**src/rtl/ps2_key_decoder.sv**
```systemverilog
// PS/2 set-2 key decoder: make/break/extended prefix FSM, key-to-game-code map,
// held-key tracking and a show-ahead valid/ready press-event FIFO.
module ps2_key_decoder #(
  parameter int FIFO_DEPTH = 4,
  parameter int CODE_W     = 4,
  parameter int REPEAT_EN  = 0
) (
  input  logic                          clock,
  input  logic                          reset,
  input  logic [7:0]                    ps2_data,
  input  logic                          ps2_data_en,
  input  logic                          key_ready,
  output logic                          key_valid,
  output logic [CODE_W-1:0]             key_code,
  output logic [CODE_W-1:0]             held_code,
  output logic [$clog2(FIFO_DEPTH):0]   fifo_count,
  output logic                          overflow
);

  localparam int PTR_W = $clog2(FIFO_DEPTH);
  localparam int CNT_W = PTR_W + 1;

  typedef enum logic [1:0] {
    ST_IDLE,
    ST_EXT,
    ST_BRK,
    ST_EXT_BRK
  } state_t;

  state_t state, state_next;

  logic              make_evt;
  logic              brk_evt;
  logic              evt_ext;
  logic [CODE_W-1:0] evt_code;
  logic              evt_mapped;
  logic              push_req;
  logic              push_ok;
  logic              pop;
  logic              full;

  logic [CODE_W-1:0] mem [FIFO_DEPTH];
  logic [PTR_W-1:0]  wr_ptr;
  logic [PTR_W-1:0]  rd_ptr;

  // Non-extended keypad bytes (75/72/6B/74) deliberately fall through to 0.
  function automatic logic [CODE_W-1:0] map_key(input logic [7:0] b, input logic ext);
    logic [CODE_W-1:0] c;
    c = '0;
    if (!ext) begin
      case (b)
        8'h16:   c = CODE_W'(1);
        8'h1E:   c = CODE_W'(2);
        8'h26:   c = CODE_W'(3);
        8'h25:   c = CODE_W'(4);
        8'h2D:   c = CODE_W'(5);
        8'h5A:   c = CODE_W'(10);
        8'h76:   c = CODE_W'(11);
        default: c = '0;
      endcase
    end else begin
      case (b)
        8'h75:   c = CODE_W'(6);
        8'h72:   c = CODE_W'(7);
        8'h6B:   c = CODE_W'(8);
        8'h74:   c = CODE_W'(9);
        default: c = '0;
      endcase
    end
    return c;
  endfunction

  always_ff @(posedge clock) begin
    if (reset) state <= ST_IDLE;
    else       state <= state_next;
  end

  // A second E0 inside an extended sequence is a repeat prefix and keeps EXT.
  always_comb begin
    state_next = state;
    if (ps2_data_en) begin
      case (state)
        ST_IDLE: begin
          if (ps2_data == 8'hE0)      state_next = ST_EXT;
          else if (ps2_data == 8'hF0) state_next = ST_BRK;
          else                        state_next = ST_IDLE;
        end
        ST_EXT: begin
          if (ps2_data == 8'hF0)      state_next = ST_EXT_BRK;
          else if (ps2_data == 8'hE0) state_next = ST_EXT;
          else                        state_next = ST_IDLE;
        end
        ST_BRK:     state_next = ST_IDLE;
        ST_EXT_BRK: state_next = ST_IDLE;
        default:    state_next = ST_IDLE;
      endcase
    end
  end

  always_comb begin
    make_evt = 1'b0;
    brk_evt  = 1'b0;
    evt_ext  = 1'b0;
    if (ps2_data_en) begin
      case (state)
        ST_IDLE: make_evt = (ps2_data != 8'hE0) && (ps2_data != 8'hF0);
        ST_EXT: begin
          make_evt = (ps2_data != 8'hE0) && (ps2_data != 8'hF0);
          evt_ext  = 1'b1;
        end
        ST_BRK: brk_evt = 1'b1;
        ST_EXT_BRK: begin
          brk_evt = 1'b1;
          evt_ext = 1'b1;
        end
        default: make_evt = 1'b0;
      endcase
    end
  end

  assign evt_code   = map_key(ps2_data, evt_ext);
  assign evt_mapped = (evt_code != '0);
  assign push_req   = make_evt && evt_mapped &&
                      ((REPEAT_EN != 0) || (evt_code != held_code));

  assign key_valid = (fifo_count != '0);
  assign full      = (fifo_count == CNT_W'(FIFO_DEPTH));
  assign pop       = key_valid && key_ready;
  assign push_ok   = push_req && (!full || pop);
  assign key_code  = key_valid ? mem[rd_ptr] : '0;

  // Releasing a key other than the held one leaves held_code alone.
  always_ff @(posedge clock) begin
    if (reset)
      held_code <= '0;
    else if (make_evt && evt_mapped)
      held_code <= evt_code;
    else if (brk_evt && evt_mapped && (evt_code == held_code))
      held_code <= '0;
  end

  always_ff @(posedge clock) begin
    if (push_ok) mem[wr_ptr] <= evt_code;
  end

  // A push into a full FIFO only succeeds when the head leaves the same cycle.
  always_ff @(posedge clock) begin
    if (reset) begin
      wr_ptr     <= '0;
      rd_ptr     <= '0;
      fifo_count <= '0;
      overflow   <= 1'b0;
    end else begin
      if (push_ok) wr_ptr <= wr_ptr + 1'b1;
      if (pop)     rd_ptr <= rd_ptr + 1'b1;
      if (push_ok && !pop)      fifo_count <= fifo_count + 1'b1;
      else if (!push_ok && pop) fifo_count <= fifo_count - 1'b1;
      if (push_req && full && !pop) overflow <= 1'b1;
    end
  end

endmodule

```
**config.mk**
```make
export PLATFORM = sky130hd
export DESIGN_NAME = ps2_key_decoder
export DESIGN_NICKNAME = d
export VERILOG_FILES = /design/src/rtl/ps2_key_decoder.sv
export SDC_FILE = /design/constraint.sdc
export NUM_CORES = 1
export LEC_CHECK = 0
export BUFFER_PORTS_ARGS = -buffer_cell sky130_fd_sc_hd__buf_2
export CORE_UTILIZATION = 23
export CTS_CLUSTER_DIAMETER = 60
export DETAILED_ROUTE_END_ITERATION = 12
export PLACE_DENSITY = 0.51
export SLEW_MARGIN = 5
export SYNTH_ARGS = -nofsm -noshare
export SYNTH_HDL_FRONTEND = slang
export SYNTH_SLANG_ARGS = --single-unit
```
**constraint.sdc**
```tcl
create_clock -name clock -period 3.3 [get_ports clock]
set_input_delay 0.33 -clock clock [delete_from_list [all_inputs] [get_ports clock]]
set_output_delay 0.33 -clock clock [all_outputs]
set_load 0.02 [all_outputs]
```
==> impl_metrics.csv <==
group,metric,value,unit
status,status,"finished, final reports clean",
floorplanning,initial_core_util,23.6,%
detailed_routing,detail_route.iter0.violations,43,
synthesis,muxShareOfSynthArea,7.98,%
floorplanning,io_pins,25,
sta,fin_crit_sh,94.6,%
flow_run,drv_cap,0,
pwr,p_switching,0.306,mW
pwr,p_sw_share,27.7,%
placed_design,dpl-instance-area,0.00219,mm2
global_routing,overflow,0,
cts,root_buffer,"clkbuf_8",
sta,rsz0062_at_grt,"false",
min_path,min_from,"reset",
worst_setup_path,worst-path-max-fanout,6,
pwr,total_power,1.11,mW
floorplanning,die_w,90.9,um
worst_setup_path,crit_arrival,3330,ps
sta,slew_violations,0,
floorplanning,die_y,90.9,um
cells_and_area,num-nets-final,234,
synthesis,syn_nets,190,
cells_and_area,stdcell_count,319,
synthesis,synth-main-ff-cell,"edfxtp_1",
synthesis,synthTopCellsByArea,"edfxtp_1 26%, dfxtp_1 18%, mux4_2 5.0%",
synthesis,synth_top_family_by_area,"simple AND/OR/NAND/NOR gates",
detailed_routing,wl_per_cell,11.9,um
synthesis,synth_area_leader_cell,"edfxtp_1",
sta,max_slew_margin,48.0,%
sta,worst_hold_slack,390,ps
placed_design,dp.cells,311,
worst_setup_path,worst_setup_path_start_kind,"input pin",
worst_setup_path,worst_ep_required_time,3510,ps
worst_setup_path,worstSetupPathType,"input pin to register",
cts,cts_sinks,32,
global_routing,grt_pass1_wl,6.58,mm
worst_setup_path,rrSetupSlack,310,ps
synthesis,synth_area,0.00182,mm2
sta,max_freq,320,MHz
synthesis,syn_area_per_cell,10.6,um2
synthesis,synth_edf_count,16,
cts,postCtsSetupBuffers,0,
worst_setup_path,r2r_end,"fifo_count[2]$_SDFFE_PP0P_",
synthesis,yosys_warnings,0,
cells_and_area,area_growth,26.8,%
cts,cts_tree,"done",
floorplanning,coreArea,0.00769,mm2
sta,worstMarginPinSlew,770,ps
worst_setup_path,worst_setup_path_end_kind,"register",
sta,skew,5.07,ps
floorplanning,dieArea,0.00826,mm2
cts,cts.reportedPaths.clkPinSlew,60,ps
cells_and_area,antennaDiodeCount,0,
synthesis,yosysUniqueCellTypes,53,
global_routing,grt_max_degree,16,
cells_and_area,design_area,0.00231,mm2
min_path,holdCritPathClass,"input pin to register",
pwr,pwr_density_cell,480,mW/mm2
synthesis,synthSimpleGateAreaFrac,25.0,%
cts,clockBufferDepth,2,
pwr,pwr-share-comb,23.2,%
sta,finalSetupViolCount,0,
global_routing,grt_usage,9.93,%
worst_setup_path,r2r.worst_path.cells,12,
detailed_routing,ant_nets,0,
synthesis,syn_inst,172,
cts,htreeDepth,2,
floorplanning,num_rows,32,
detailed_routing,drt_first_pass_iters,6,
worst_setup_path,r2r_start,"state[0]$_SDFFE_PP0P_",
pwr,pwr-share-seq,41.9,%
global_routing,grt_pass1_vias,1463,
synthesis,ys_seq_area_share,44.0,%
synthesis,synth_top_area_share,26.4,%
synthesis,yosys_register_bits,32,
pwr,clkPwrFrac,34.8,%
detailed_routing,vias,1420,
cts,post_cts_resized,0,
synthesis,synth_compound_area_share,10.1,%
pwr,internal_power,0.800,mW
placed_design,globalplace.congestion,0.840,
global_routing,grt_antenna_before_repair,0,
detailed_routing,viasPerCell,4.45,
cells_and_area,drive_gt1_share,29.5,%
sta,hold_viol,0,
cells_and_area,final_core_util,30.0,%
pwr,ir_drop,0.150,mV
cts,holdBufCountCts,0,
cts,clk_latency,280,ps
cts,cts_buffers,5,
synthesis,synthArstFlopShare,0,%
min_path,min_to,"rd_ptr[0]$_SDFFE_PP0P_",
placed_design,hpwl,2.99,mm
pwr,p_leak,0.924,nW
min_path,whs_path_depth,2,
synthesis,synthXorXnorAreaFrac,4.34,%
sta,min_period,3120,ps
synthesis,synthAdderAreaFrac,4.54,%
placed_design,port_buffers,24,
detailed_routing,routed_wirelength,3.80,mm
detailed_routing,drcViolationCount,0,
[metal layers]
metal  vias to the layer above  track usage (%)  routed length [um]
met1                       673             12.1                1840
met4                         0             3.17                  49
met3                         6             2.53                 144
met2                        28             17.1                1770
li1                        713                -                   -
met5                         -                0                   0
[layout by cell type (no fill, tap or decap), types with 2 or more instances in the layout]
master and instances:
nor4b_1 2, nand2b_1 5, nand3_1 7, or2_2 2
mux2i_1 4, a311o_1 2, xnor2_1 2, nand4_1 3
buf_2 24, nor2_1 16, o211ai_1 2, or3_1 2
and3b_1 3, ha_1 4, dfxtp_1 16, a21oi_1 5
and2_1 9, nor2b_1 2, or4_1 2, a22oi_1 4
clkbuf_8 6, nor3b_1 3, mux4_2 4, xor2_1 7
a211oi_1 2, nand2_1 7, inv_1 9, edfxtp_1 16
buf_4 20
[power groups by stage]
| stage | sequential [mW] | clock [mW] | combinational (mW) |
|---|---|---|---|
| after CTS | 0.465 | 0.395 | 0.260 |
| after detailed placement | 0.474 | 0 | 0.259 |
| after global routing | 0.469 | 0.418 | 0.285 |
| after global placement | 0.474 | 0 | 0.257 |
| after floorplan | 0.479 | 0 | 0.167 |
| final | 0.464 | 0.385 | 0.257 |
[flip-flops by register name, indices dropped and copies added (netlist names), named ones only]
name        count
fifo_count      3
mem            16
state           2
held_code       4
wr_ptr          2
overflow        1
rd_ptr          2
[final cells by class]
type                            count  area (um2)
Fill cell                         810        5380
Inverter                            9        33.8
Tap cell                          102         128
Clock buffer                        6        82.6
Sequential cell                    32         801
Timing Repair Buffer               44         270
Clock inverter                      2        33.8
Multi-Input combinational cell    124         957
[metrics by stage]
| stage | setup slack, ps | TNS (ps) |
|---|---|---|
| floorplan | -28.1 | -28.1 |
| global placement | -78.4 | -143 |
| detailed placement | -159 | -281 |
| CTS | 138 | 0 |
| global route | 43.5 | 0 |
| finish | 179 | 0 |
[Yosys cell counts (2+ instances only)]
cell type / number
mux4_2: 4
o211ai_1: 2
nor3b_1: 3
and2_1: 9
mux2i_1: 4
or4_1: 2
nand4_1: 3
clkbuf_1: 4
or2_2: 2
inv_1: 9
and3b_1: 3
nor2b_1: 2
a311o_1: 2
nor4b_1: 2
nor2_1: 16
dfxtp_1: 16
xnor2_1: 2
edfxtp_1: 16
a22oi_1: 4
or3_1: 2
nor4bb_1: 2
a211oi_1: 2
a21oi_1: 5
xor2_1: 7
nand3_1: 7
nand2b_1: 5
nand2_1: 7
ha_1: 5
[kinds of logic after synthesis]
group	Yosys count
AO/OA/AOI/OAI	25
XOR/XNOR	9
adder cells (fa/ha/maj)	6
buffers and inverters	16
flip-flops	32
multiplexers	9
AND/OR/NAND/NOR	75
[worst max-delay path, stage by stage]
cell and delay (ps):
buf_2 110, or3b_1 390, o41a_1 400, o2bb2ai_1 150, or4_1 510, a311o_1 290
nor3b_4 170, ha_2 220, inv_1 60, fa_1 170, xor2_1 80, or3_1 300
a21oi_1 140
[worst max path at each step]
stage                                     start  slack, ps  cells past startpoint                          to
final                               ps2_data[0]        180                     13  fifo_count[2]$_SDFFE_PP0P_
after global routing      state[0]$_SDFFE_PP0P_         40                     12  fifo_count[2]$_SDFFE_PP0P_
after CTS                           ps2_data[0]        140                     13  fifo_count[2]$_SDFFE_PP0P_
after detailed placement            ps2_data[0]       -160                     13  fifo_count[2]$_SDFFE_PP0P_
after global placement              ps2_data[0]        -80                     13  fifo_count[2]$_SDFFE_PP0P_
after floorplan                     ps2_data[0]        -30                     13  fifo_count[2]$_SDFFE_PP0P_
(Power assumes the default switching activity.)
